--- config.mk ---
export PLATFORM = sky130hd
export DESIGN_NAME = button_shaper_multi_flat
export DESIGN_NICKNAME = d
export VERILOG_FILES = /design/src/rtl/button_shaper_multi_if.sv /design/src/rtl/button_shaper_multi.sv /design/src/flat_wrapper.sv
export SDC_FILE = /design/constraint.sdc
export NUM_CORES = 1
export LEC_CHECK = 0
export ABC_CLOCK_PERIOD_IN_PS = 10830
export CORE_ASPECT_RATIO = 0.9
export CORE_UTILIZATION = 60
export CTS_BUF_LIST = sky130_fd_sc_hd__clkbuf_4 sky130_fd_sc_hd__clkbuf_8
export CTS_CLUSTER_SIZE = 8
export DETAILED_ROUTE_END_ITERATION = 10
export DONT_BUFFER_PORTS = 1
export PLACE_DENSITY = 0.83
export SLEW_MARGIN = 10
export SYNTH_ARGS = -nofsm -noshare
export SYNTH_HDL_FRONTEND = slang
export SYNTH_SLANG_ARGS = --single-unit
--- constraint.sdc ---
create_clock -name clk -period 10.83 [get_ports clk]
set_clock_uncertainty 0.15 [all_clocks]
set_input_delay 1.083 -clock clk [delete_from_list [all_inputs] [get_ports clk]]
set_output_delay 1.083 -clock clk [all_outputs]
set_load 0.01 [all_outputs]
--- src/rtl/button_shaper_multi_if.sv ---
// rtl/button_shaper_multi_if.sv - button bundle between pushbuttons and the shaper
interface button_shaper_multi_if #(
  parameter int NUM_BTN = 4
);
  logic [NUM_BTN-1:0] button_in;
  logic               repeat_en;
  logic [NUM_BTN-1:0] button_out;
  logic [NUM_BTN-1:0] held;

  // board/stimulus side
  modport master (
    output button_in,
    output repeat_en,
    input  button_out,
    input  held
  );

  // shaper side
  modport slave (
    input  button_in,
    input  repeat_en,
    output button_out,
    output held
  );
endinterface

--- src/rtl/button_shaper_multi.sv ---
// rtl/button_shaper_multi.sv - multi-channel pushbutton sync, debounce, one-shot and auto-repeat
module button_shaper_multi #(
  parameter int NUM_BTN         = 4,
  parameter int DEBOUNCE_CYCLES = 4,
  parameter int REPEAT_DELAY    = 10,
  parameter int REPEAT_PERIOD   = 5,
  parameter int CNT_W           = 16
) (
  input  logic                 clk,
  input  logic                 reset,
  button_shaper_multi_if.slave bus
);

  typedef enum logic [1:0] {
    IDLE     = 2'd0,
    DB_PRESS = 2'd1,
    HELD     = 2'd2,
    DB_REL   = 2'd3
  } state_t;

  localparam logic [CNT_W-1:0] ONE   = CNT_W'(1);
  localparam logic [CNT_W-1:0] DB_C  = CNT_W'(DEBOUNCE_CYCLES);
  localparam logic [CNT_W-1:0] DLY_C = CNT_W'(REPEAT_DELAY);
  localparam logic [CNT_W-1:0] PER_C = CNT_W'(REPEAT_PERIOD);

  logic [NUM_BTN-1:0] sync1;
  logic [NUM_BTN-1:0] sync2;
  logic [NUM_BTN-1:0] out_q;
  logic [NUM_BTN-1:0] held_q;
  logic [NUM_BTN-1:0] first;
  state_t             state [NUM_BTN];
  logic [CNT_W-1:0]   cnt   [NUM_BTN];
  logic [CNT_W-1:0]   rep   [NUM_BTN];

  assign bus.button_out = out_q;
  assign bus.held       = held_q;

  // two-flop synchroniser; idles high so a button held through reset looks like a new press
  always_ff @(posedge clk) begin
    if (reset) begin
      sync1 <= '1;
      sync2 <= '1;
    end else begin
      sync1 <= bus.button_in;
      sync2 <= sync1;
    end
  end

  // per-channel debounce / one-shot / auto-repeat FSM with registered outputs
  always_ff @(posedge clk) begin
    if (reset) begin
      out_q  <= '1;
      held_q <= '0;
      first  <= '0;
      for (int i = 0; i < NUM_BTN; i++) begin
        state[i] <= IDLE;
        cnt[i]   <= '0;
        rep[i]   <= '0;
      end
    end else begin
      for (int i = 0; i < NUM_BTN; i++) begin
        out_q[i] <= 1'b1;
        case (state[i])
          IDLE: begin
            if (!sync2[i]) begin
              cnt[i] <= ONE;
              if (DB_C == ONE) begin
                state[i]  <= HELD;
                out_q[i]  <= 1'b0;
                held_q[i] <= 1'b1;
                rep[i]    <= '0;
                first[i]  <= 1'b0;
              end else begin
                state[i] <= DB_PRESS;
              end
            end
          end
          DB_PRESS: begin
            if (sync2[i]) begin
              state[i] <= IDLE;
              cnt[i]   <= '0;
            end else begin
              cnt[i] <= cnt[i] + ONE;
              if (cnt[i] + ONE >= DB_C) begin
                state[i]  <= HELD;
                out_q[i]  <= 1'b0;
                held_q[i] <= 1'b1;
                rep[i]    <= '0;
                first[i]  <= 1'b0;
              end
            end
          end
          HELD: begin
            if (sync2[i]) begin
              // rep is left alone so a release bounce resumes the repeat timing
              if (DB_C == ONE) begin
                state[i]  <= IDLE;
                held_q[i] <= 1'b0;
                cnt[i]    <= '0;
              end else begin
                state[i] <= DB_REL;
                cnt[i]   <= ONE;
              end
            end else if (bus.repeat_en) begin
              if (rep[i] + ONE == (first[i] ? PER_C : DLY_C)) begin
                out_q[i] <= 1'b0;
                rep[i]   <= '0;
                first[i] <= 1'b1;
              end else begin
                rep[i] <= rep[i] + ONE;
              end
            end else begin
              rep[i]   <= '0;
              first[i] <= 1'b0;
            end
          end
          DB_REL: begin
            if (!sync2[i]) begin
              state[i] <= HELD;
            end else if (cnt[i] + ONE >= DB_C) begin
              state[i]  <= IDLE;
              held_q[i] <= 1'b0;
              cnt[i]    <= '0;
            end else begin
              cnt[i] <= cnt[i] + ONE;
            end
          end
          default: begin
            state[i]  <= IDLE;
            held_q[i] <= 1'b0;
            cnt[i]    <= '0;
          end
        endcase
      end
    end
  end

endmodule

--- src/flat_wrapper.sv ---
// flat-port wrapper written by rule: the top's interface ports become plain ports
module button_shaper_multi_flat 
#(
  parameter int NUM_BTN         = 4,
  parameter int DEBOUNCE_CYCLES = 4,
  parameter int REPEAT_DELAY    = 10,
  parameter int REPEAT_PERIOD   = 5,
  parameter int CNT_W           = 16
)
  (clk, reset, bus_button_in, bus_repeat_en, bus_button_out, bus_held);
  button_shaper_multi_if #(.NUM_BTN(NUM_BTN)) bus_i ();
  input  logic clk;
  input  logic reset;
  input wire logic [$bits(bus_i.button_in)-1:0] bus_button_in;
  input wire logic [$bits(bus_i.repeat_en)-1:0] bus_repeat_en;
  output wire logic [$bits(bus_i.button_out)-1:0] bus_button_out;
  output wire logic [$bits(bus_i.held)-1:0] bus_held;
  assign bus_i.button_in = bus_button_in;
  assign bus_i.repeat_en = bus_repeat_en;
  assign bus_button_out = bus_i.button_out;
  assign bus_held = bus_i.held;
  button_shaper_multi #(.NUM_BTN(NUM_BTN), .DEBOUNCE_CYCLES(DEBOUNCE_CYCLES), .REPEAT_DELAY(REPEAT_DELAY), .REPEAT_PERIOD(REPEAT_PERIOD), .CNT_W(CNT_W)) u_core (.clk(clk), .reset(reset), .bus(bus_i));
endmodule
==> results of run 1 <==
[state kept, by name, summed over array words and instances, names as in the netlist]
register and cells:
u_core.state 8, u_core.bus.held 4, u_core.first 4, u_core.cnt 64
u_core.sync1 4, u_core.sync2 4, u_core.rep 64, u_core.bus.button_out 4
[synth_stat cells (all sizes together) (20+ instances only)]
| master | number |
|---|---|
| clkbuf | 41 |
| nand2 | 75 |
| and3 | 26 |
| xor2 | 44 |
| nand3 | 58 |
| nor3 | 47 |
| a21oi | 31 |
| xnor2 | 73 |
| nor2 | 160 |
| ha | 24 |
| edfxtp | 136 |
| inv | 41 |
| nand4 | 40 |
| dfxtp | 20 |
[worst reg2reg max path: stages, from the launching register on]
cell and delay, ns:
edfxtp_1 0.46, ha_1 0.24, and2_1 0.36, nand3_1 0.24, nor3_1 0.40, nor3_1 0.09, o211a_1 0.38, a21oi_1 0.92
nor2_1 0.14
[power groups by stage]
stage,clock [mW],combinational [mW],sequential [mW]
after global routing,0.483,0.592,1.01
after global placement,0,0.508,0.984
final,0.451,0.526,0.984
after detailed placement,0,0.519,0.992
after floorplan,0,0.457,0.931
after CTS,0.463,0.526,0.981
[through the flow]
| step | setup WS (ns) | hold WS (ns) | cell area (um2) | power, mW |
|---|---|---|---|---|
| floorplan | 7.26 | 0.239 | 10000 | 1.39 |
| global placement | 7.41 | 0.245 | 10100 | 1.49 |
| detailed placement | 7.25 | 0.259 | 10100 | 1.51 |
| CTS | 7.20 | 0.277 | 10500 | 1.97 |
| global route | 6.86 | 0.292 | 10500 | 2.08 |
| finish | 7.18 | 0.276 | 10500 | 1.96 |
[logic make-up after synthesis]
family / share of synthesized area, %
compound gates: 10.8
fa+ha+maj: 2.99
buf+inv: 3.74
mux: 1.53
simple gates: 26.0
flops: 44.7
xor+xnor: 10.2
[per-layer routing]
metal / wire (um) / vias to the layer above / track usage, % / share of wire, %
met5: 0 / - / 0 / 0
met4: 288 / 0 / 8.99 / 1.5
met3: 1000 / 29 / 5.23 / 5.2
met2: 8660 / 195 / 36.9 / 45
met1: 9240 / 3635 / 31.9 / 48
li1: - / 3846 / - / -
[path summary, 6_finish.rpt]
kind,end,slack [ns]
max,u_core.cnt[3][15],7.18
min reg2reg,u_core.sync2[0],0.28
min,u_core.sync2[0],0.28
max reg2reg,u_core.cnt[3][15],7.18
[final cells by class]
type,count,area [um2]
Clock buffer,19,255
Clock inverter,13,148
Fill cell,1279,5740
Inverter,41,154
Multi-Input combinational cell,809,5170
Sequential cell,156,4480
Tap cell,207,259
Timing Repair Buffer,5,37.5
[cell usage in the layout (no fill, tap or decap), types with 9 or more instances in the layout]
cell type    n
dfxtp_1     20
nor3_1      47
o21ai_0     16
a21oi_1     31
edfxtp_1   136
nand3_1     57
nand2b_1    11
and3_1      26
nand4_1     39
xnor2_1     73
mux2i_1     12
nand2_1     75
nor2_1     150
inv_1       41
clkbuf_8    18
or4_1        9
nor2_4      10
and2_1      11
xor2_1      44
or2_2       11
a31oi_1     10
nor4_1      15
and4_1      12
ha_1        24
==> impl_metrics.tcl, run 1 <==
set metrics [dict create \
    drtAntennaViolNets 0 \
    synth.distinct_cells 72 \
    drive_gt1_share_pct 6.62 \
    ctsHoldBuffers 0 \
    post-route-drc-count 0 \
    ioPinCount 15 \
    grt_pass1_vias 7150 \
    n_antenna_cell 0 \
    drv_slew 0 \
    grt_first_pass_wirelength_mm 33.2 \
    p_leak_nw 3.42 \
    antenna_found_initial 0 \
    crit_fanout 15 \
    synthTopCellsByArea "edfxtp_1, xnor2_1, nor2_1, dfxtp_1, xor2_1" \
    seqPwrFrac_pct 50.2 \
    max_slew_margin_pct 20.9 \
    synth-seq-area-share_pct 44.7 \
    dp_hpwl_mm 13.2 \
    yosys.area.top_type "edfxtp_1" \
    firstDrtPassIters 5 \
    crit_path_end_kind "flop" \
    cts_tree "done" \
    worstRegToRegCells 8 \
    cts_inserted_buffers 17 \
    clkLatencyLatePin_ns 0.47 \
    clk_path_buf_depth 2 \
    synthesis.area_um2 10000 \
    crit_path_start_kind "flop" \
    track_usage_pct 23.5 \
    worstPathArrival_ns 3.68 \
    placement.io_buffers 0 \
    cts_resized 0 \
    coreArea_um2 16200 \
    hp-class "flop to flop" \
    fmax_mhz 274 \
    die_y_um 125 \
    clock_power_share_pct 23.0 \
    p_int_mw 1.27 \
    pwr-share-comb_pct 26.8 \
    yosysWarnings 0 \
    setup_viol 0 \
    cp.required_ns 10.86 \
    synth_edf_count 136 \
    reg2reg_from "u_core.cnt[3][0]" \
    final_util_pct 64.7 \
    worst-path-stages 8 \
    stdcell_count 1250 \
    tns_ns 0 \
    ys.flop_type "edfxtp_1" \
    ir_worst_vdd_mv 0.104 \
    async_flop_share_pct 0 \
    status "finished clean" \
    fp.dieW_um 138 \
    dieArea_um2 17200 \
    dp_cells 1218 \
    powerDensity_nw_per_um2 187 \
    tightest_slew_ns 1.19 \
    swShare_pct 35.3 \
    synth-seq-cells 156 \
    syn-num-nets 1088 \
    clkTransAtPathRegs_ns 0.09 \
    hold_start "u_core.sync1[0]" \
    wl_per_cell_um 15.4 \
    finalCriticalPeriod_ns 3.65 \
    initial_core_util_pct 61.7 \
    overflow 0 \
    gp_congestion 0.860 \
    grt_max_degree 56 \
    rows 44 \
    wirelength_mm 19.2 \
    cts_root_buffer "clkbuf_8" \
    vias_per_cell 6.16 \
    crit_type "flop to flop" \
    cp_num_buf_inv 0 \
    drv.max_cap_violation_count 0 \
    min_period_over_period_pct 33.7 \
    clock_sinks 156 \
    startpoint "u_core.cnt[3][0]" \
    cts_setup_buffers 0 \
    cp_common_cell "nor3_1" \
    num_vias 7705 \
    rsz0062_at_grt "no" \
    htreeDepth 4 \
    whs_path_depth 1 \
    final_nets 1061 \
    area_delta_synth_final_pct 4.77 \
    p_switching_uw 693 \
    syn_inst 1057 \
    syn-mean-instance-area_um2 9.49 \
    hold_violations 0 \
    cpLargestDelayFamily "compound AO/OA/AOI/OAI gates" \
    cp_cell_sequence "ha_1 -> and2_1 -> nand3_1 -> nor3_1 -> nor3_1 -> o211a_1 -> a21oi_1 -> nor2_1" \
    yosys.area.top_type_share_pct 40.7 \
    drtIter0Drc 540 \
    cp_slowest_cell "a21oi_1" \
    max_stage_delay_ns 0.92 \
]
(Power assumes the default switching activity.)
==> run 2, diff against run 1 <==
--- a/config.mk
+++ b/config.mk
@@ -5,14 +5,14 @@
 export SDC_FILE = /design/constraint.sdc
 export NUM_CORES = 1
 export LEC_CHECK = 0
-export ABC_CLOCK_PERIOD_IN_PS = 10830
+export ABC_CLOCK_PERIOD_IN_PS = 3150
 export CORE_ASPECT_RATIO = 0.9
 export CORE_UTILIZATION = 60
 export CTS_BUF_LIST = sky130_fd_sc_hd__clkbuf_4 sky130_fd_sc_hd__clkbuf_8
 export CTS_CLUSTER_SIZE = 8
 export DETAILED_ROUTE_END_ITERATION = 10
 export DONT_BUFFER_PORTS = 1
-export PLACE_DENSITY = 0.83
+export PLACE_DENSITY = 0.86
 export SLEW_MARGIN = 10
 export SYNTH_ARGS = -nofsm -noshare
 export SYNTH_HDL_FRONTEND = slang
==> constraint.sdc (replaced) <==
create_clock -name clk -period 3.15 [get_ports clk]
set_clock_uncertainty 0.15 [all_clocks]
set_input_delay 0.315 -clock clk [delete_from_list [all_inputs] [get_ports clk]]
set_output_delay 0.315 -clock clk [all_outputs]
set_load 0.01 [all_outputs]
==> run 2 against run 1 <==
First-iteration DRC count rose by 13%. Highest routed layer unchanged. Global-route usage rose by 1.0 points. Worst hold slack got worse by 0.25 ns. Combinational power rose to 3.9 times the previous value. Fmax rose by 22%. The run now ends with DRC left. Sequential share of layout area fell by 1.6 points. Routed wire length rose by 6.8%. Worst setup slack got worse by 7.0 ns. Critical endpoint is now u_core.state[0][2].
==> impl_metrics.tcl, run 2 (synthesized netlist as in run 1, its figures left out) <==
set metrics [dict create \
    cp_cell_sequence "nand3_1 -> or4_1 -> mux2i_1 -> a22oi_1 -> nand2_1 -> a2111oi_1 -> o21bai_1" \
    drv.max_cap_violation_count 0 \
    finalCriticalPeriod_ns 2.99 \
    gp_congestion 0.918 \
    area_delta_synth_final_pct 8.77 \
    firstDrtPassIters 8 \
    worstPathArrival_ns 3.06 \
    crit_type "flop to flop" \
    placed_area_um2 10300 \
    fp.dieW_um 138 \
    r2r_slack_ns 0.16 \
    clock_sinks 156 \
    worstRegToRegCells 7 \
    coreArea_um2 16200 \
    cp-endpoint "u_core.state[0][2]" \
    rr_endpoint "u_core.state[0][2]" \
    vias_per_cell 6.25 \
    max_slew_margin_pct 52.4 \
    swShare_pct 36.4 \
    final_nets 1097 \
    grt_max_degree 43 \
    die_y_um 125 \
    crit_fanout 7 \
    num_vias 8037 \
    dp_hpwl_mm 13.7 \
    p_switching_mw 2.54 \
    overflow 0 \
    finalInstanceArea_um2 10900 \
    ir_worst_vdd_mv 0.418 \
    tns_ns 0 \
    violations "DRC" \
    reg2reg_from "u_core.cnt[1][2]" \
    ioPinCount 15 \
    initial_core_util_pct 61.7 \
    layout_commonest_cell "nor2_1" \
    grt_first_pass_wirelength_mm 34.3 \
    status "finished with violations" \
    top_regs "u_core.cnt x64, u_core.rep x64, u_core.state x8" \
    post-route-drc-count 2 \
    track_usage_pct 24.5 \
    hold_violations 0 \
    setup_viol 0 \
    drtAntennaViolNets 0 \
    tightest_slew_ns 0.713 \
    pwr-share-comb_pct 29.2 \
    startpoint "u_core.cnt[1][2]" \
    min_period_over_period_pct 94.9 \
    cts_tree "done" \
    htreeDepth 4 \
    seqPwrFrac_pct 47.7 \
    cp_slowest_cell "or4_1" \
    n_fill_cell 1209 \
    p_int_mw 4.45 \
    drv_slew 0 \
    drtIter0Drc 609 \
    clock_power_share_pct 23.1 \
    cts_root_buffer "clkbuf_8" \
    cp.required_ns 3.22 \
    max_stage_delay_ns 0.59 \
    final_util_pct 67.2 \
    clk_path_buf_depth 2 \
    setup_ws_ns 0.161 \
    cts_inserted_buffers 17 \
    layout_common_cells "nor2_1, edfxtp_1, nand2_1" \
    clkTransAtPathRegs_ns 0.09 \
    clkLatencyLatePin_ns 0.48 \
    fmax_mhz 335 \
    wl_per_cell_um 15.9 \
    power_mw 6.99 \
    p_leak_nw 3.63 \
    dieArea_um2 17200 \
    drive_gt1_share_pct 10.6 \
    powerDensity_nw_per_um2 641 \
    antenna_found_initial 0 \
    hp-class "input port to flop" \
    placement.io_buffers 0 \
    crit_path_start_kind "flop" \
    whs_path_depth 3 \
    grt_pass1_vias 7328 \
    rows 44 \
    n_antenna_cell 0 \
    wirelength_mm 20.5 \
    pre_cts_slack_ns 0.0226 \
    crit_path_end_kind "flop" \
]
run 2: worst min path at each step:
stage / start / to / slack, ns
floorplan: u_core.sync1[0] / u_core.sync2[0] / 0.24
global placement: u_core.sync1[2] / u_core.sync2[2] / 0.24
detailed placement: reset / u_core.bus.held[1] / 0.25
CTS: bus_repeat_en / u_core.first[0] / 0.01
global route: reset / u_core.state[0][2] / 0.02
finish: bus_repeat_en / u_core.bus.button_out[0] / 0.03
run 2: area by class of cell:
cell class | count | area [um2] | share of cell area, %
clock buffer | 17 | 234 | 2.15
clock inverter | 15 | 189 | 1.73
multi-input combinational | 809 | 5240 | 48.0
sequential | 156 | 4480 | 41.1
tap | 207 | 259 | 2.37
inverter | 41 | 154 | 1.41
timing repair buffer | 41 | 348 | 3.19
run 2: repair_timing:
| action | in CTS | in global routing |
|---|---|---|
| endpoints found under the hold margin | 44 | 0 |
| setup endpoints to repair | 2 | 83 |
| hold buffers | 7 | 0 |
| setup buffers | 0 | 2 |
| resized for setup | 2 | 14 |
| cloned | 0 | 0 |
| pin swaps | 0 | 1 |
run 2: layer usage:
layer / vias to the layer above / global-route usage (%) / routed length [um]
met5: - / 0 / 0
met4: 0 / 9.65 / 350
met3: 42 / 5.50 / 1070
met2: 233 / 39.9 / 9810
met1: 3838 / 32.0 / 9260
li1: 3924 / - / -
run 2: critical path: cells and delay by family (launching register included):
family | cells | cell delay, ns
compound gates | 3 | 0.91
flops | 1 | 0.50
mux | 1 | 0.15
simple gates | 3 | 1.02
run 2: power groups by stage:
stage                     Combinational, mW  Sequential (mW)  Clock (mW)
after detailed placement               1.92             3.36           0
after CTS                              1.97             3.32        1.63
after floorplan                        1.57             3.20           0
after global placement                 1.87             3.33           0
after global routing                   2.27             3.41        1.71
final                                  2.04             3.34        1.61
run 2: stage by stage:
step	cells	hold slack [ns]
floorplan	1057	0.239
global placement	1245	0.243
detailed placement	1245	0.254
CTS	1284	0.0105
global route	1286	0.0212
finish	1286	0.0270
